===== config.mk =====
export PLATFORM = sky130hd
export DESIGN_NAME = clkdiv_rst_seq
export DESIGN_NICKNAME = d
export VERILOG_FILES = /design/src/rtl/clkdiv_rst_seq.sv
export SDC_FILE = /design/constraint.sdc
export NUM_CORES = 1
export LEC_CHECK = 0
export ABC_CLOCK_PERIOD_IN_PS = 2660
export CAP_MARGIN = 20
export CELL_PAD_IN_SITES_DETAIL_PLACEMENT = 1
export CELL_PAD_IN_SITES_GLOBAL_PLACEMENT = 1
export CORE_ASPECT_RATIO = 0.75
export CORE_MARGIN = 2
export CORE_UTILIZATION = 44
export DETAILED_ROUTE_END_ITERATION = 10
export PLACE_DENSITY_LB_ADDON = 0.1
export SYNTH_ARGS = -nofsm -noshare
export SYNTH_HDL_FRONTEND = slang
export SYNTH_SLANG_ARGS = --single-unit

===== constraint.sdc =====
create_clock -name hclkin -period 2.66 [get_ports hclkin]
set_input_delay 0.399 -clock hclkin [delete_from_list [all_inputs] [get_ports hclkin]]
set_output_delay 0.399 -clock hclkin [all_outputs]
set_load 0.02 [all_outputs]

===== src/rtl/clkdiv_rst_seq.sv =====
// rtl/clkdiv_rst_seq.sv - reset sequencer driving the /2 CLKDIV wrapper resetn and the divided-domain reset
// Optional feature: define CLKDIV_SEQ_SOFTRST_EN to add the soft_rst input.
module clkdiv_rst_seq #(
  parameter int LOCK_SYNC_STAGES = 2,
  parameter int LOCK_STABLE_CYC  = 256,
  parameter int DIV_RST_HOLD     = 16,
  parameter int POST_REL_CYC     = 64,
  parameter int CNT_W            = 16
) (
  input  logic       hclkin,
  input  logic       rst,
  input  logic       pll_lock,
`ifdef CLKDIV_SEQ_SOFTRST_EN
  input  logic       soft_rst,
`endif
  output logic       clkdiv_resetn,
  output logic       div_rst,
  output logic       ready,
  output logic [7:0] relock_cnt
);

  typedef enum logic [2:0] {
    IDLE   = 3'd0,
    STABLE = 3'd1,
    HOLD   = 3'd2,
    SETTLE = 3'd3,
    RUN    = 3'd4
  } state_e;

  localparam logic [CNT_W-1:0] STABLE_LAST = CNT_W'(LOCK_STABLE_CYC - 1);
  localparam logic [CNT_W-1:0] HOLD_LAST   = CNT_W'(DIV_RST_HOLD - 1);
  localparam logic [CNT_W-1:0] SETTLE_LAST = CNT_W'(POST_REL_CYC - 1);

  logic [LOCK_SYNC_STAGES-1:0] sync_q;
  logic                        lock_s;
  logic                        soft_req;

  state_e           state_q, state_d;
  logic [CNT_W-1:0] cnt_q, cnt_d;
  logic             cnt_clr;
  logic             clkdiv_resetn_q, clkdiv_resetn_d;
  logic             div_rst_q, div_rst_d;
  logic             ready_q, ready_d;
  logic [7:0]       relock_q, relock_d;

  assign lock_s = sync_q[LOCK_SYNC_STAGES-1];

`ifdef CLKDIV_SEQ_SOFTRST_EN
  assign soft_req = soft_rst;
`else
  assign soft_req = 1'b0;
`endif

  always_ff @(posedge hclkin or posedge rst) begin
    if (rst) begin
      sync_q <= '0;
    end else begin
      sync_q <= {sync_q[LOCK_SYNC_STAGES-2:0], pll_lock};
    end
  end

  // Lock loss is checked first in every active state so it always wins over soft_req.
  always_comb begin
    state_d = state_q;
    cnt_clr = 1'b0;
    case (state_q)
      IDLE: begin
        if (lock_s) state_d = STABLE;
      end
      STABLE: begin
        if (!lock_s)                   state_d = IDLE;
        else if (cnt_q == STABLE_LAST) state_d = HOLD;
      end
      HOLD: begin
        if (!lock_s)                 state_d = IDLE;
        else if (soft_req)           cnt_clr = 1'b1;
        else if (cnt_q == HOLD_LAST) state_d = SETTLE;
      end
      SETTLE: begin
        if (!lock_s)                   state_d = IDLE;
        else if (soft_req)             state_d = HOLD;
        else if (cnt_q == SETTLE_LAST) state_d = RUN;
      end
      RUN: begin
        if (!lock_s)       state_d = IDLE;
        else if (soft_req) state_d = HOLD;
      end
      default: state_d = IDLE;
    endcase
  end

  always_comb begin
    cnt_d = cnt_q + 1'b1;
    if (state_d != state_q || cnt_clr || state_d == IDLE || state_d == RUN) begin
      cnt_d = '0;
    end
  end

  // Outputs are decoded from the next state so they change on the same edge as the state.
  always_comb begin
    clkdiv_resetn_d = (state_d == SETTLE) || (state_d == RUN);
    div_rst_d       = (state_d != RUN);
    ready_d         = (state_d == RUN);
  end

  always_comb begin
    relock_d = relock_q;
    if (state_q == RUN && state_d == IDLE && relock_q != 8'hFF) begin
      relock_d = relock_q + 8'd1;
    end
  end

  always_ff @(posedge hclkin or posedge rst) begin
    if (rst) begin
      state_q         <= IDLE;
      cnt_q           <= '0;
      clkdiv_resetn_q <= 1'b0;
      div_rst_q       <= 1'b1;
      ready_q         <= 1'b0;
      relock_q        <= 8'd0;
    end else begin
      state_q         <= state_d;
      cnt_q           <= cnt_d;
      clkdiv_resetn_q <= clkdiv_resetn_d;
      div_rst_q       <= div_rst_d;
      ready_q         <= ready_d;
      relock_q        <= relock_d;
    end
  end

  assign clkdiv_resetn = clkdiv_resetn_q;
  assign div_rst       = div_rst_q;
  assign ready         = ready_q;
  assign relock_cnt    = relock_q;

endmodule


==> impl_metrics.yaml <==
power:
  finalPower_mw: 1.03
  p_per_area_nw_per_um2: 577
  irDropWorstVdd_mv: 0.546
  pwr-share-seq: 0.480
  power_switching_uw: 202
  switching_share: 0.196
  p_int_uw: 830
  p_leak_nw: 0.775
  clkPwrFrac: 0.492
  comb_power_share: 0.028
floorplan:
  initial_core_util: 0.458
  rows: 18
  core_sq_um: 3290
  die_y_microns: 54.7
  dieArea_sq_um: 3910
  die_x_microns: 71.5
  io_pins: 14
drt:
  wirelength_microns: 3240
  num_vias: 1082
  wire_per_inst_microns: 16.0
  drc: 0
  dr.pass1.iters: 4
  initialDrtViolationCount: 46
  avgViaCountPerCell: 5.36
  ant_nets: 0
cells_and_area:
  nets: 166
  fin_util: 0.544
  drive_gt1_frac: 0.0864
  diodes: 0
  syn2layout_area_growth_pct: 18.9
yosys:
  netlist_top_cells_area: "dfrtp_1 (52%), xnor2_1 (8.7%), nor2_1 (5.2%), xor2_1 (3.5%), nand3_1 (2.7%)"
  synth_nets: 147
  yosysSeqAreaShare: 0.533
  ys_types: 34
  synth_area_sq_um: 1510
  synth_warnings: 0
  netlist_instances: 142
  synth-main-ff-cell: "dfrtp_1"
  synth_enable_flop_cells: 0
  ys_async_sr_fraction: 1.00
  yosys-top-cells-count: "dfrtp_1 (31), nor2_1 (21), xnor2_1 (15)"
  synth_top_area_cell: "dfrtp_1"
  ys_ff_latch: 32
  synth.avg_cell_area_sq_um: 10.6
  yosysMostFrequentCell: "dfrtp_1"
  synth_top_area_frac: 0.515
timing:
  hold_violations: 0
  finalSetupViolCount: 0
  slew_headroom: 0.597
  fin_worst_skew_ns: 0.00986
  min_period_over_period: 0.891
  rsz0062_at_grt: "no"
  post-route-min-period_ns: 2.37
  slew_viol_final: 0
  worst_slew_pin_slew_ns: 0.597
  max_freq_mhz: 422
  setup_tns_ns: 0
cts:
  clk_pin_slew_worst_paths_ns: 0.06
  clk_path_buf_depth: 2
  cts_hold_buf: 0
  cts.htree.levels: 2
  tritoncts: "built"
  cts_inserted_buffers: 5
  postCtsSetupBuffers: 0
  ctsResizeCount: 0
  clock-sinks: 32
  worstSkewPairLatency_ns: 0.29
  root_buffer: "clkbuf_8"
critical_path:
  cp.required_ns: 2.80
  crit_path_start_kind: "flip-flop"
  crit_fanout: 16
  worstPathCellList: "ha_1 -> and3_1 -> nor4b_1 -> a2111o_1 -> and3_1 -> nor2_1"
  cp_top_family: "simple AND/OR/NAND/NOR gates"
  worst-path-buf-inv: 0
  cpMostUsedCell: "and3_1"
  cp_slowest_cell: "and3_1"
  arrival_ns: 2.51
  endpoint_kind: "flip-flop"
  worst-setup-path-type: "reg2reg"
  slowest_delay_ns: 0.55
global_routing:
  track_usage: 0.192
  grt_pass1_vias: 1144
  antenna_found_initial: 0
  grt_pass1_wl_microns: 5420
  grt_max_degree: 17
  overflow: 0
run:
  cap_violations: 0
hold_path:
  hp-class: "in2async"
placement:
  gp_congestion: 0.824
  numPortBuffers: 13
  hpwl_microns: 2310
run_status:
  outcome: "finished clean"
[logic make-up (layout without fill, tap and decap cells)]
family	after synthesis	count (layout)	share of synthesized area
fa+ha+maj	2	2	0.0166
mux	1	1	0.00748
xor+xnor	21	21	0.122
buf+inv	13	33	0.0499
simple gates	63	63	0.222
flops	32	32	0.533
compound gates	10	10	0.0490
[metal layers]
metal,routed length (microns),GRT usage,share of wire
met5,0,0,0
met4,54,0.0849,0.017
met3,120,0.0552,0.037
met2,1530,0.329,0.47
met1,1540,0.231,0.47
[final timing paths]
check | startpoint | endpoint | slack (ns) | cells past startpoint
hold reg to reg | sync_q[0] | sync_q[1] | 0.36 | 0
min in group hclkin | sync_q[0] | sync_q[1] | 0.36 | 0
hold / removal | rst | relock_cnt[0] | 0.36 | 2
setup reg to reg | cnt_q[0] | cnt_q[4] | 0.29 | 6
max in group asynchronous | rst | div_rst | 1.72 | 3
setup / recovery | cnt_q[0] | cnt_q[4] | 0.29 | 6
[power by group through the flow]
stage / combinational (mW) / clock (mW) / sequential, mW
floorplan: 0.0227 / 0 / 0.503
global placement: 0.0283 / 0 / 0.504
detailed placement: 0.0300 / 0 / 0.505
CTS: 0.0303 / 0.524 / 0.496
global route: 0.0330 / 0.543 / 0.496
finish: 0.0290 / 0.508 / 0.496
[flip-flops by register name, indices dropped and copies added, names as in the netlist]
signal,count
cnt_q,16
relock_cnt,8
state_q,3
sync_q,2
clkdiv_resetn,1
div_rst,1
ready,1
[cells in the final DEF, fill, tap and decap left out]
master / n
nor2b_1: 1
dfrtp_1: 31
and3_1: 4
a2111o_1: 1
clkdlybuf4s50_1: 13
o31ai_1: 1
and4_1: 2
ha_1: 2
clkbuf_8: 7
o2111ai_1: 1
nor4b_1: 1
nand4_1: 4
o21ai_0: 1
nor4_1: 3
nand3b_1: 1
nor2_1: 21
o21a_1: 1
nor3_1: 4
nand2b_1: 1
dfstp_2: 1
bufinv_16: 1
or3_1: 1
buf_4: 2
nor3b_1: 1
and2_1: 1
nand3_1: 8
o211a_1: 1
xnor2_1: 15
o311ai_0: 1
nand2_1: 6
inv_1: 10
xor2_1: 6
and4_4: 2
or4_1: 2
mux2_2: 1
a21oi_1: 3
[per-stage QoR]
step                      setup WS, ns  hold WS [ns]  area [sq um]  cells
after CTS                        0.296         0.358          1790    202
after detailed placement         0.415         0.348          1660    194
after floorplan                  0.634         0.331          1510    142
final                            0.290         0.358          1790    202
after global routing             0.138         0.369          1790    202
after global placement           0.508         0.335          1660    194
[final cells by class]
cell class | count | area (sq um)
clock inverter | 1 | 30.0
sequential | 32 | 802
multi-input combinational | 97 | 628
inverter | 10 | 37.5
fill | 369 | 1500
timing repair buffer | 15 | 145
tap | 40 | 50.0
clock buffer | 7 | 96.3
Power figures use the tool's default switching activity.
